$ cat src/rtl/foreground_vram_arbiter_pkg.sv
// Shared types for the foreground VRAM arbiter: slot ownership and the read-return tags.
package fg_pkg;

    typedef enum logic {
        OWN_DISP,
        OWN_CPU
    } slot_owner_t;

    typedef enum logic [1:0] {
        TAG_NONE,
        TAG_DISP,
        TAG_CPU
    } rd_tag_t;

    localparam int FG_CELL_SLOTS = 8;

endpackage

$ cat src/rtl/foreground_vram_arbiter_rd_tag_pipe.sv
// Delays the owner tag of each issued VRAM access so it lines up with the returning read data.
module fg_rd_tag_pipe
    import fg_pkg::*;
#(
    parameter int DEPTH = 1
) (
    input  logic    clk_i,
    input  logic    rst_ni,
    input  rd_tag_t tag_i,
    output rd_tag_t tag_o
);

    rd_tag_t pipe_q [DEPTH];
    rd_tag_t pipe_d [DEPTH];

    always_comb begin
        pipe_d[0] = tag_i;
        for (int i = 1; i < DEPTH; i++) begin
            pipe_d[i] = pipe_q[i-1];
        end
    end

    // Reset flushes in-flight tags so no stale valid pulse appears after release.
    always_ff @(posedge clk_i or negedge rst_ni) begin
        if (!rst_ni) begin
            for (int i = 0; i < DEPTH; i++) begin
                pipe_q[i] <= TAG_NONE;
            end
        end else begin
            pipe_q <= pipe_d;
        end
    end

    assign tag_o = pipe_q[DEPTH-1];

endmodule

$ cat src/rtl/foreground_vram_arbiter.sv
// Slot scheduler sharing the single-port foreground VRAM between display fetch and the CPU port.
module foreground_vram_arbiter
    import fg_pkg::*;
#(
    parameter int AW         = 14,
    parameter int DW         = 8,
    parameter int RD_LAT     = 1,
    parameter int DISP_SLOTS = 2
) (
    input  logic          I_pxl_clk,
    input  logic          I_rst_n,
    input  logic          I_line_start,
    input  logic          I_active,
    input  logic [AW-1:0] I_disp_addr,
    output logic          O_disp_valid,
    output logic [DW-1:0] O_disp_data,
    input  logic          I_cpu_req,
    input  logic          I_cpu_we,
    input  logic [AW-1:0] I_cpu_addr,
    input  logic [DW-1:0] I_cpu_wdata,
    output logic          O_cpu_ack,
    output logic          O_cpu_rvalid,
    output logic [DW-1:0] O_cpu_rdata,
    output logic          O_vram_ce,
    output logic          O_vram_we,
    output logic [AW-1:0] O_vram_addr,
    output logic [DW-1:0] O_vram_wdata,
    input  logic [DW-1:0] I_vram_rdata
);

    localparam int                SLOT_W   = $clog2(FG_CELL_SLOTS);
    localparam logic [SLOT_W-1:0] DISP_LIM = SLOT_W'(DISP_SLOTS);

    logic [SLOT_W-1:0] slot_q, slot_d;
    slot_owner_t       owner;
    logic              grant;
    logic              ce_q, ce_d, we_q, we_d, ack_q, ack_d;
    logic [AW-1:0]     addr_q, addr_d;
    logic [DW-1:0]     wdata_q, wdata_d;
    rd_tag_t           iss_tag_q, iss_tag_d, ret_tag;
    logic              dvld_q, dvld_d, cvld_q, cvld_d;
    logic [DW-1:0]     ddata_q, ddata_d, cdata_q, cdata_d;

    always_comb begin
        slot_d    = I_line_start ? '0 : slot_q + SLOT_W'(1);
        owner     = (I_active && (slot_q < DISP_LIM)) ? OWN_DISP : OWN_CPU;
        // The ack cycle itself is never grantable, which forces the gap between CPU accesses.
        grant     = (owner == OWN_CPU) && I_cpu_req && !ack_q;
        ce_d      = 1'b0;
        we_d      = 1'b0;
        ack_d     = 1'b0;
        addr_d    = addr_q;
        wdata_d   = wdata_q;
        iss_tag_d = TAG_NONE;
        if (owner == OWN_DISP) begin
            ce_d      = 1'b1;
            addr_d    = I_disp_addr;
            iss_tag_d = TAG_DISP;
        end else if (grant) begin
            ce_d      = 1'b1;
            we_d      = I_cpu_we;
            ack_d     = 1'b1;
            addr_d    = I_cpu_addr;
            wdata_d   = I_cpu_wdata;
            iss_tag_d = I_cpu_we ? TAG_NONE : TAG_CPU;
        end
        dvld_d  = (ret_tag == TAG_DISP);
        cvld_d  = (ret_tag == TAG_CPU);
        ddata_d = dvld_d ? I_vram_rdata : ddata_q;
        cdata_d = cvld_d ? I_vram_rdata : cdata_q;
    end

    // The tag is taken from the strobe register so the pipe output meets data RD_LAT cycles later.
    fg_rd_tag_pipe #(
        .DEPTH (RD_LAT)
    ) u_tag_pipe (
        .clk_i  (I_pxl_clk),
        .rst_ni (I_rst_n),
        .tag_i  (iss_tag_q),
        .tag_o  (ret_tag)
    );

    always_ff @(posedge I_pxl_clk or negedge I_rst_n) begin
        if (!I_rst_n) begin
            slot_q    <= '0;
            ce_q      <= 1'b0;
            we_q      <= 1'b0;
            ack_q     <= 1'b0;
            addr_q    <= '0;
            wdata_q   <= '0;
            iss_tag_q <= TAG_NONE;
            dvld_q    <= 1'b0;
            cvld_q    <= 1'b0;
            ddata_q   <= '0;
            cdata_q   <= '0;
        end else begin
            slot_q    <= slot_d;
            ce_q      <= ce_d;
            we_q      <= we_d;
            ack_q     <= ack_d;
            addr_q    <= addr_d;
            wdata_q   <= wdata_d;
            iss_tag_q <= iss_tag_d;
            dvld_q    <= dvld_d;
            cvld_q    <= cvld_d;
            ddata_q   <= ddata_d;
            cdata_q   <= cdata_d;
        end
    end

    assign O_vram_ce    = ce_q;
    assign O_vram_we    = we_q;
    assign O_vram_addr  = addr_q;
    assign O_vram_wdata = wdata_q;
    assign O_cpu_ack    = ack_q;
    assign O_disp_valid = dvld_q;
    assign O_disp_data  = ddata_q;
    assign O_cpu_rvalid = cvld_q;
    assign O_cpu_rdata  = cdata_q;

endmodule
$ cat config.mk
export PLATFORM = sky130hd
export DESIGN_NAME = foreground_vram_arbiter
export DESIGN_NICKNAME = d
export VERILOG_FILES = /design/src/rtl/foreground_vram_arbiter_pkg.sv /design/src/rtl/foreground_vram_arbiter_rd_tag_pipe.sv /design/src/rtl/foreground_vram_arbiter.sv
export SDC_FILE = /design/constraint.sdc
export NUM_CORES = 1
export LEC_CHECK = 0
export ABC_AREA = 1
export CAP_MARGIN = 20
export CORE_ASPECT_RATIO = 0.7
export CORE_UTILIZATION = 25
export DETAILED_ROUTE_END_ITERATION = 7
export PLACE_DENSITY = 0.51
export SYNTH_ARGS = -nofsm -noshare
export SYNTH_HDL_FRONTEND = slang
export SYNTH_SLANG_ARGS = --single-unit
$ cat constraint.sdc
create_clock -name I_pxl_clk -period 1.24 [get_ports I_pxl_clk]
set_clock_uncertainty 0.15 [all_clocks]
set_input_delay 0.372 -clock I_pxl_clk [delete_from_list [all_inputs] [get_ports I_pxl_clk]]
set_output_delay 0.372 -clock I_pxl_clk [all_outputs]
set_load 0.05 [all_outputs]
Word level (Yosys, flattened, before mapping)
Index checks and enable logic that the tools add are counted.
{ "word_totals": {"register_bits": 50, "inputBits": 50, "out_inout_bits": 43, "word_cells": 35} }
{ "classes": {"addsub": 1, "magnitude_cmp": 1, "n_eq_ne": 2, "n_mux": 12, "n_bitwise": 1, "reduce_logical": 6} }
{ "ops": {"columns": ["cell", "n"], "rows": [
  ["$mux 14", 2],
  ["$mux 1", 6],
  ["$mux 2", 3],
  ["$add 3x1->3 const B", 1],
  ["$logic_and 1x1->1", 3],
  ["$lt 3x2->1 const B", 1],
  ["$mux 3", 1],
  ["$eq 2x1->1 const B", 1],
  ["$eq 2x2->1 const B", 1],
  ["$reduce_and 2->1", 1],
  ["$reduce_bool 2->1", 1],
  ["$logic_not 1->1", 1],
  ["$not 1->1", 1]
]} }

Longest topological paths before layout
Gate-level depths: netlist of run 1.
{ "depth": {"ltp_word": 7, "depth_mapped": 7, "ltp_nobuf": 6} }

Hierarchy
From an unflattened synthesis of run 1, not the netlist that was laid out.
{ "unflattened": {"hier_cells": 248, "area_unflattened_um2": 2147.1} }
{ "by_module_without_submodules": {"columns": ["mod", "n_inst", "cells_each", "area_each_um2", "seq_area_each_um2"], "rows": [
  ["foreground_vram_arbiter", 1, 246, 2097.0, 1201.2],
  ["fg_rd_tag_pipe", 1, 2, 50.0, 50.0]
]} }

Least setup slack after synthesis of run 1
OpenSTA, ideal clock, no wires.
{ "synth_timing": {"path_kind": "register to register", "from": "register ack_q (netlist: O_cpu_ack)", "to": "register wdata_q[1] (netlist: O_vram_wdata[1])", "setup_ps": 65, "arrival_time_ps": 1381, "required_time_ps": 1025, "path_slack_ps": -356, "stages_incl_launch_ff": 8, "n_path_buf": 1, "period_less_slack_ps": 1596, "cell_sequence": "dfrtp_1 > inv_1 > nand2_2 > clkinv_4 > nand2_1 > buf_4 > nand2_1 > nand2_1"} }
{ "synth_via": {"elab_chain_cells": 3} }
{ "synth_lines": {"columns": ["item", "line_no", "text"], "rows": [
  ["start, declared", "foreground_vram_arbiter.sv:37", "logic ce_q, ce_d, we_q, we_d, ack_q, ack_d;"],
  ["start signal, assigned", "foreground_vram_arbiter.sv:100", "ack_q <= ack_d;"],
  ["$logic_not 1->1", "foreground_vram_arbiter.sv:48", "grant = (owner == OWN_CPU) && I_cpu_req && !ack_q;"],
  ["$logic_and 1x1->1", "foreground_vram_arbiter.sv:48", null],
  ["$reduce_and 2->1 (no source line)", null, null],
  ["end signal, assigned", "foreground_vram_arbiter.sv:102", "wdata_q <= wdata_d;"],
  ["end, declared", "foreground_vram_arbiter.sv:39", "logic [DW-1:0] wdata_q, wdata_d;"]
]} }
No other way between the ends.
A chain may end at the register's enable or synchronous reset.

Worst setup path after layout of run 1
{ "layout_timing": {"from": "register wdata_q[5] (netlist: O_vram_wdata[5])", "to": "output port O_vram_wdata[5]"} }
{ "layout_lines": {"columns": ["item", "line_no", "text"], "rows": [
  ["end, declared", "foreground_vram_arbiter.sv:27", "output logic [DW-1:0] O_vram_wdata,"]
]} }
No word-level cell between the ends.

==> results.sh, run 1 <==
export IMPL_status="finished, violations left"
export IMPL_violations="negative setup slack"
export IMPL_drcViolationCount=0
export IMPL_grt_max_degree=51
export IMPL_grt_pass1_vias=1937
export IMPL_layout_drive_gt1_share_pct=34.1
export IMPL_grt_first_pass_wirelength_um=10000
export IMPL_r2r_start="slot_q[1]"
export IMPL_rsz0062_at_grt="yes"
export IMPL_p_switching_mw=2.74
export IMPL_antenna_found_initial=0
export IMPL_critical_path_depth=1
export IMPL_seq_power_share_pct=30.6
export IMPL_core_um2=8110
export IMPL_power_switching_share_pct=36.1
export IMPL_synth_yosys_seq_area_share_pct=58.1
export IMPL_period_share_pct=113
export IMPL_cpPeakStageDelay_ns=0.43
export IMPL_cts_sinks=50
export IMPL_setup_violations=68
export IMPL_cp_arrival_ns=0.88
export IMPL_clkPwrFrac_pct=20.5
export IMPL_synth_seq_cells=50
export IMPL_reg2reg_depth=6
export IMPL_slew_headroom_pct=81.8
export IMPL_wl_per_cell_um=13.6
export IMPL_r2r_slack_ns=-0.12
export IMPL_floorplan_initialDensity_pct=26.6
export IMPL_worstPathRequired_ns=0.72
export IMPL_critPathSlowestCell="dfrtp_1"
export IMPL_n_antenna_cell=0
export IMPL_root_buffer="clkbuf_16"
export IMPL_drt_iter0_drc=112
export IMPL_syn_avg_cell_area_um2=8.68
export IMPL_num_io_pins=93
export IMPL_clk_pin_slew_ns=0.06
export IMPL_fmax_ghz=0.715
export IMPL_place_gp_congestion=0.751
export IMPL_synthesis_area_um2=2150
export IMPL_clockBufferDepth=2
export IMPL_die_x_um=113
export IMPL_tightest_slew_ns=0.272
export IMPL_syn2layout_area_growth_pct=104
export IMPL_ant_nets=0
export IMPL_critical_path_top_delay_family="flip-flops"
export IMPL_fin_hold_ws_ns=0.199
export IMPL_p_leak_nw=2.16
export IMPL_routed_wl_um=6460
export IMPL_comb_power_share_pct=48.9
export IMPL_vias=2056
export IMPL_cts_tree="yes"
export IMPL_nets=426
export IMPL_globalRouteTotalUtil_pct=14.6
export IMPL_crit_start="O_vram_wdata[5]"
export IMPL_worstReg2RegEnd="O_vram_addr[5]"
export IMPL_synth_nets=299
export IMPL_grt_ovfl_total=0
export IMPL_powerDensity_nw_per_um2=1720
export IMPL_cp_end_kind="output pin"
export IMPL_hp_class="flop to flop"
export IMPL_routed_via_density=4.32
export IMPL_cap_violations=0
export IMPL_portBuffers=92
export IMPL_min_period_ns=1.40
export IMPL_multi_input_area_um2=860
export IMPL_synth_cells=248
export IMPL_numCtsBuffers=5
export IMPL_path_class="flop to output pin"
export IMPL_intPower_mw=4.85
export IMPL_path_max_fanout=2
export IMPL_fillers=735
export IMPL_seq_area_um2=1250
export IMPL_die_y_um=79.7
export IMPL_dr_pass1_iters=4
export IMPL_cp_endpoint="O_vram_wdata[5]"
export IMPL_synth_cell_type_count=17
export IMPL_critPathLaunchType="flop"
export IMPL_rows=27
export IMPL_worst_slack_ns=-0.159
export IMPL_dp_final_hpwl_um=4210
export IMPL_path_buf_inv=1
export IMPL_irDropWorstVdd_uv=767
export IMPL_final_core_util_pct=54.3
export IMPL_dieArea_um2=8990
export IMPL_clock_latency_ns=0.28
export IMPL_final_max_slew_violation_count=0
export IMPL_synth_warnings=0
export IMPL_hold_viol=0
export IMPL_cp_cell_sequence="buf_12"
export IMPL_htree_levels=2
-- worst min path at each step --
stage                       from                   to  slack (ns)  depth (start not counted)
finish              iss_tag_q[0]  u_tag_pipe.tag_o[0]        0.20                          0
global route        iss_tag_q[1]  u_tag_pipe.tag_o[1]        0.21                          0
CTS                 iss_tag_q[1]  u_tag_pipe.tag_o[1]        0.20                          0
detailed placement  iss_tag_q[1]  u_tag_pipe.tag_o[1]        0.19                          0
global placement    iss_tag_q[1]  u_tag_pipe.tag_o[1]        0.18                          0
floorplan                I_rst_n            O_cpu_ack       -0.07                          0
-- power groups by stage --
stage                     Sequential (mW)  Clock, mW  Combinational (mW)
final                                2.32       1.55                3.71
after global routing                 2.36       1.67                3.90
after CTS                            2.32       1.58                3.55
after detailed placement             2.35          0                3.25
after global placement               2.35          0                3.23
after floorplan                      3.24          0               0.493
-- cells in the final DEF, fill, tap and decap left out, types with 3 or more instances in the layout --
cell type	instances
inv_1	27
o21ai_1	6
buf_16	4
dfrtp_1	49
clkbuf_16	6
buf_4	21
nand2_1	67
buf_12	51
nand2_2	9
nand3_1	34
clkdlybuf4s50_1	46
nand3_2	16
nor2_1	3
buf_6	3
nand2_8	3
o21ai_0	10
-- synth_stat cells (all sizes together) --
cell type   n  area [um2]
ha          1        12.5
o21ai      16        80.1
buf        12        87.6
nand2      79         302
nor2        6        30.0
or2         1        6.26
nand3      50         250
inv        30         113
dfrtp      50        1250
clkbuf      1        3.75
xnor2       1        8.76
clkinv      1        8.76
-- sequential cells by signal, indices dropped and copies added, names as in the netlist, 2 cells and up --
signal,cells
O_vram_addr,14
slot_q,3
O_vram_wdata,8
O_cpu_rdata,8
iss_tag_q,2
O_disp_data,8
u_tag_pipe.tag_o,2
-- kinds of logic (layout without fill, tap and decap cells) --
| kind of cell | after synthesis | after routing | share of synthesized area, % |
|---|---|---|---|
| xor gates and xnor gates | 1 | 1 | 0.407 |
| buffers and inverters | 44 | 170 | 9.88 |
| and+or+nand+nor | 136 | 137 | 27.3 |
| adders and majority gates | 1 | 1 | 0.581 |
| DFF | 50 | 50 | 58.1 |
| AOI/OAI and AO/OA | 16 | 16 | 3.72 |
-- metal layers --
metal | vias to the layer above | global-route usage (%) | routed length, um
li1 | 1034 | - | -
met5 | - | 0 | 0
met2 | 73 | 21.6 | 2830
met1 | 947 | 21.5 | 3190
met4 | 0 | 1.97 | 16
met3 | 2 | 4.10 | 428
-- area by class of cell --
type | count | share of cell area (%)
inverter | 31 | 2.81
multi-input combinational | 155 | 19.5
clock buffer | 6 | 3.16
clock inverter | 1 | 0.682
sequential | 50 | 28.5
tap | 101 | 2.87
timing repair buffer | 132 | 42.5
-- repair_timing --
item / 4_1_cts / 5_1_grt
cloned: 5 / 1
hold endpoints to repair: 50 / 0
resized for setup: 28 / 23
pin swaps: 15 / 11
setup endpoints to repair: 67 / 72
hold buffers: 1 / 0
buffers inserted: 11 / 10
-- metrics by stage --
stage	total power [mW]	cell area (um2)	setup slack (ns)	setup TNS [ns]	cells
6_report	7.59	4400	-0.159	-7.66	476
5_1_grt	7.93	4400	-0.189	-10.34	476
4_1_cts	7.45	4240	-0.162	-8.45	465
3_5_place_dp	5.60	3760	-0.365	-9.47	441
3_3_place_gp	5.58	3760	-0.358	-9.01	441
2_1_floorplan	3.73	2180	-0.0681	-1.18	248
Power figures use the tool's default switching activity.
==> run 2: changes to the inputs <==
- CORE_UTILIZATION: 25 -> 38
- PLACE_DENSITY: 0.51 -> 0.73
==> results.sh, run 2 (synthesis results as in run 1) <==
export IMPL_status="finished, violations left"
export IMPL_clockBufferDepth=2
export IMPL_hold_viol=0
export IMPL_grt_first_pass_wirelength_um=11800
export IMPL_portBuffers=92
export IMPL_die_y_um=65.0
export IMPL_clock_latency_ns=0.32
export IMPL_fmax_ghz=0.682
export IMPL_path_class="flop to output pin"
export IMPL_powerDensity_nw_per_um2=1670
export IMPL_wl_per_cell_um=18.9
export IMPL_path_buf_inv=1
export IMPL_path_max_fanout=2
export IMPL_cp_end_kind="output pin"
export IMPL_num_io_pins=93
export IMPL_drcViolationCount=0
export IMPL_numCtsBuffers=5
export IMPL_worst_slack_ns=-0.227
export IMPL_slew_headroom_pct=78.7
export IMPL_design_area_um2=4440
export IMPL_hp_class="flop to flop"
export IMPL_fillers=267
export IMPL_floorplan_initialDensity_pct=40.3
export IMPL_cap_violations=0
export IMPL_n_antenna_cell=0
export IMPL_vias=2378
export IMPL_place_gp_congestion=0.871
export IMPL_multi_input_area_um2=983
export IMPL_nets=433
export IMPL_min_period_ns=1.47
export IMPL_critPathSlowestCell="dfrtp_2"
export IMPL_routed_top_layer="met4"
export IMPL_period_share_pct=118
export IMPL_placed_area_um2=3670
export IMPL_violations="negative setup slack"
export IMPL_largest_reg_flops=14
export IMPL_dr_pass1_iters=4
export IMPL_met3_length_um=727
export IMPL_dieArea_um2=5980
export IMPL_setup_violations=68
export IMPL_layout_commonest_cell="nand2_1"
export IMPL_cp_arrival_ns=0.94
export IMPL_htree_levels=2
export IMPL_cts_tree="yes"
export IMPL_final_max_slew_violation_count=0
export IMPL_die_x_um=92.0
export IMPL_cts_sinks=50
export IMPL_tightest_slew_ns=0.319
export IMPL_rsz0062_at_grt="yes"
export IMPL_antenna_found_initial=0
export IMPL_grt_pass1_vias=2323
export IMPL_ant_nets=0
export IMPL_grt_max_degree=35
export IMPL_layout_drive_gt1_share_pct=40.3
export IMPL_fin_tns_setup_ns=-11.20
export IMPL_mostFrequentLayoutCells="58 x nand2_1, 48 x dfrtp_1, 48 x buf_12, 46 x clkdlybuf4s50_1, 29 x buf_4"
export IMPL_p_leak_nw=2.17
export IMPL_critPathLaunchType="flop"
export IMPL_dr_wl_met2_um=4460
export IMPL_syn2layout_area_growth_pct=106
export IMPL_core_um2=5340
export IMPL_cp_cell_sequence="buf_12"
export IMPL_grt_ovfl_total=0
export IMPL_worstPathRequired_ns=0.72
export IMPL_routed_wl_um=8560
export IMPL_seq_area_um2=1250
export IMPL_irDropWorstVdd_uv=873
export IMPL_m1WireLength_um=3150
export IMPL_drt_iter0_drc=117
export IMPL_critical_path_top_delay_family="flip-flops"
export IMPL_dp_final_hpwl_um=4380
export IMPL_rows=22
export IMPL_root_buffer="clkbuf_8"
export IMPL_routed_via_density=5.24
export IMPL_clk_pin_slew_ns=0.09
export IMPL_cpPeakStageDelay_ns=0.46
export IMPL_globalRouteTotalUtil_pct=26.6
-- run 2: path summary, 6_finish.rpt --
check	startpoint	end	slack [ns]	cells past startpoint
hold / removal	iss_tag_q[0]	u_tag_pipe.tag_o[0]	0.21	0
max in group asynchronous	I_rst_n	O_cpu_ack	0.30	3
hold reg to reg	iss_tag_q[0]	u_tag_pipe.tag_o[0]	0.21	0
setup reg to reg	slot_q[2]	O_vram_addr[5]	-0.16	6
min in group asynchronous	I_rst_n	O_vram_addr[11]	0.43	3
setup / recovery	O_vram_addr[2]	O_vram_addr[2]	-0.23	1
-- run 2: final cells by class --
cell class / count / area share, %
clock buffers: 5 / 1.55
repair inverters: 1 / 0.197
clock inverters: 2 / 0.873
well taps: 72 / 2.03
repair buffers: 138 / 41.9
inverters: 31 / 3.07
multi-input cells: 155 / 22.1
flip-flops and latches: 50 / 28.2
-- run 2: per-stage QoR --
| stage | instances | power [mW] | hold WS, ns | utilization (%) | worst slack, ns |
|---|---|---|---|---|---|
| after floorplan | 248 | 3.73 | -0.0736 | - | -0.0681 |
| after global placement | 413 | 5.51 | 0.183 | 68.7 | -0.366 |
| after detailed placement | 413 | 5.58 | 0.185 | 68.7 | -0.407 |
| after CTS | 445 | 7.12 | 0.201 | 80.3 | -0.192 |
| after global routing | 454 | 7.70 | 0.214 | 83.2 | -0.246 |
| final | 454 | 7.44 | 0.214 | 83.2 | -0.227 |
-- run 2: repair_timing --
item,CTS,global route
hold buffers,1,0
setup buffers,17,10
endpoints found under the hold margin,50,0
pin swaps,27,15
resized for setup,55,28
endpoints found under the setup margin,76,70
gates cloned,7,0
-- run 2: power breakdown --
part / internal, mW / switching (mW) / total [mW]
Sequential: 1.95 / 0.388 / 2.34
Combinational: 1.93 / 1.99 / 3.92
Clock: 0.595 / 0.585 / 1.18
Total: 4.48 / 2.96 / 7.44
-- run 2: per-layer routing --
layer / global-route usage (%) / up-vias
met5: 0 / -
met1: 31.6 / 1172
met3: 7.75 / 24
li1: - / 1043
met2: 45.2 / 139
met4: 11.5 / 0
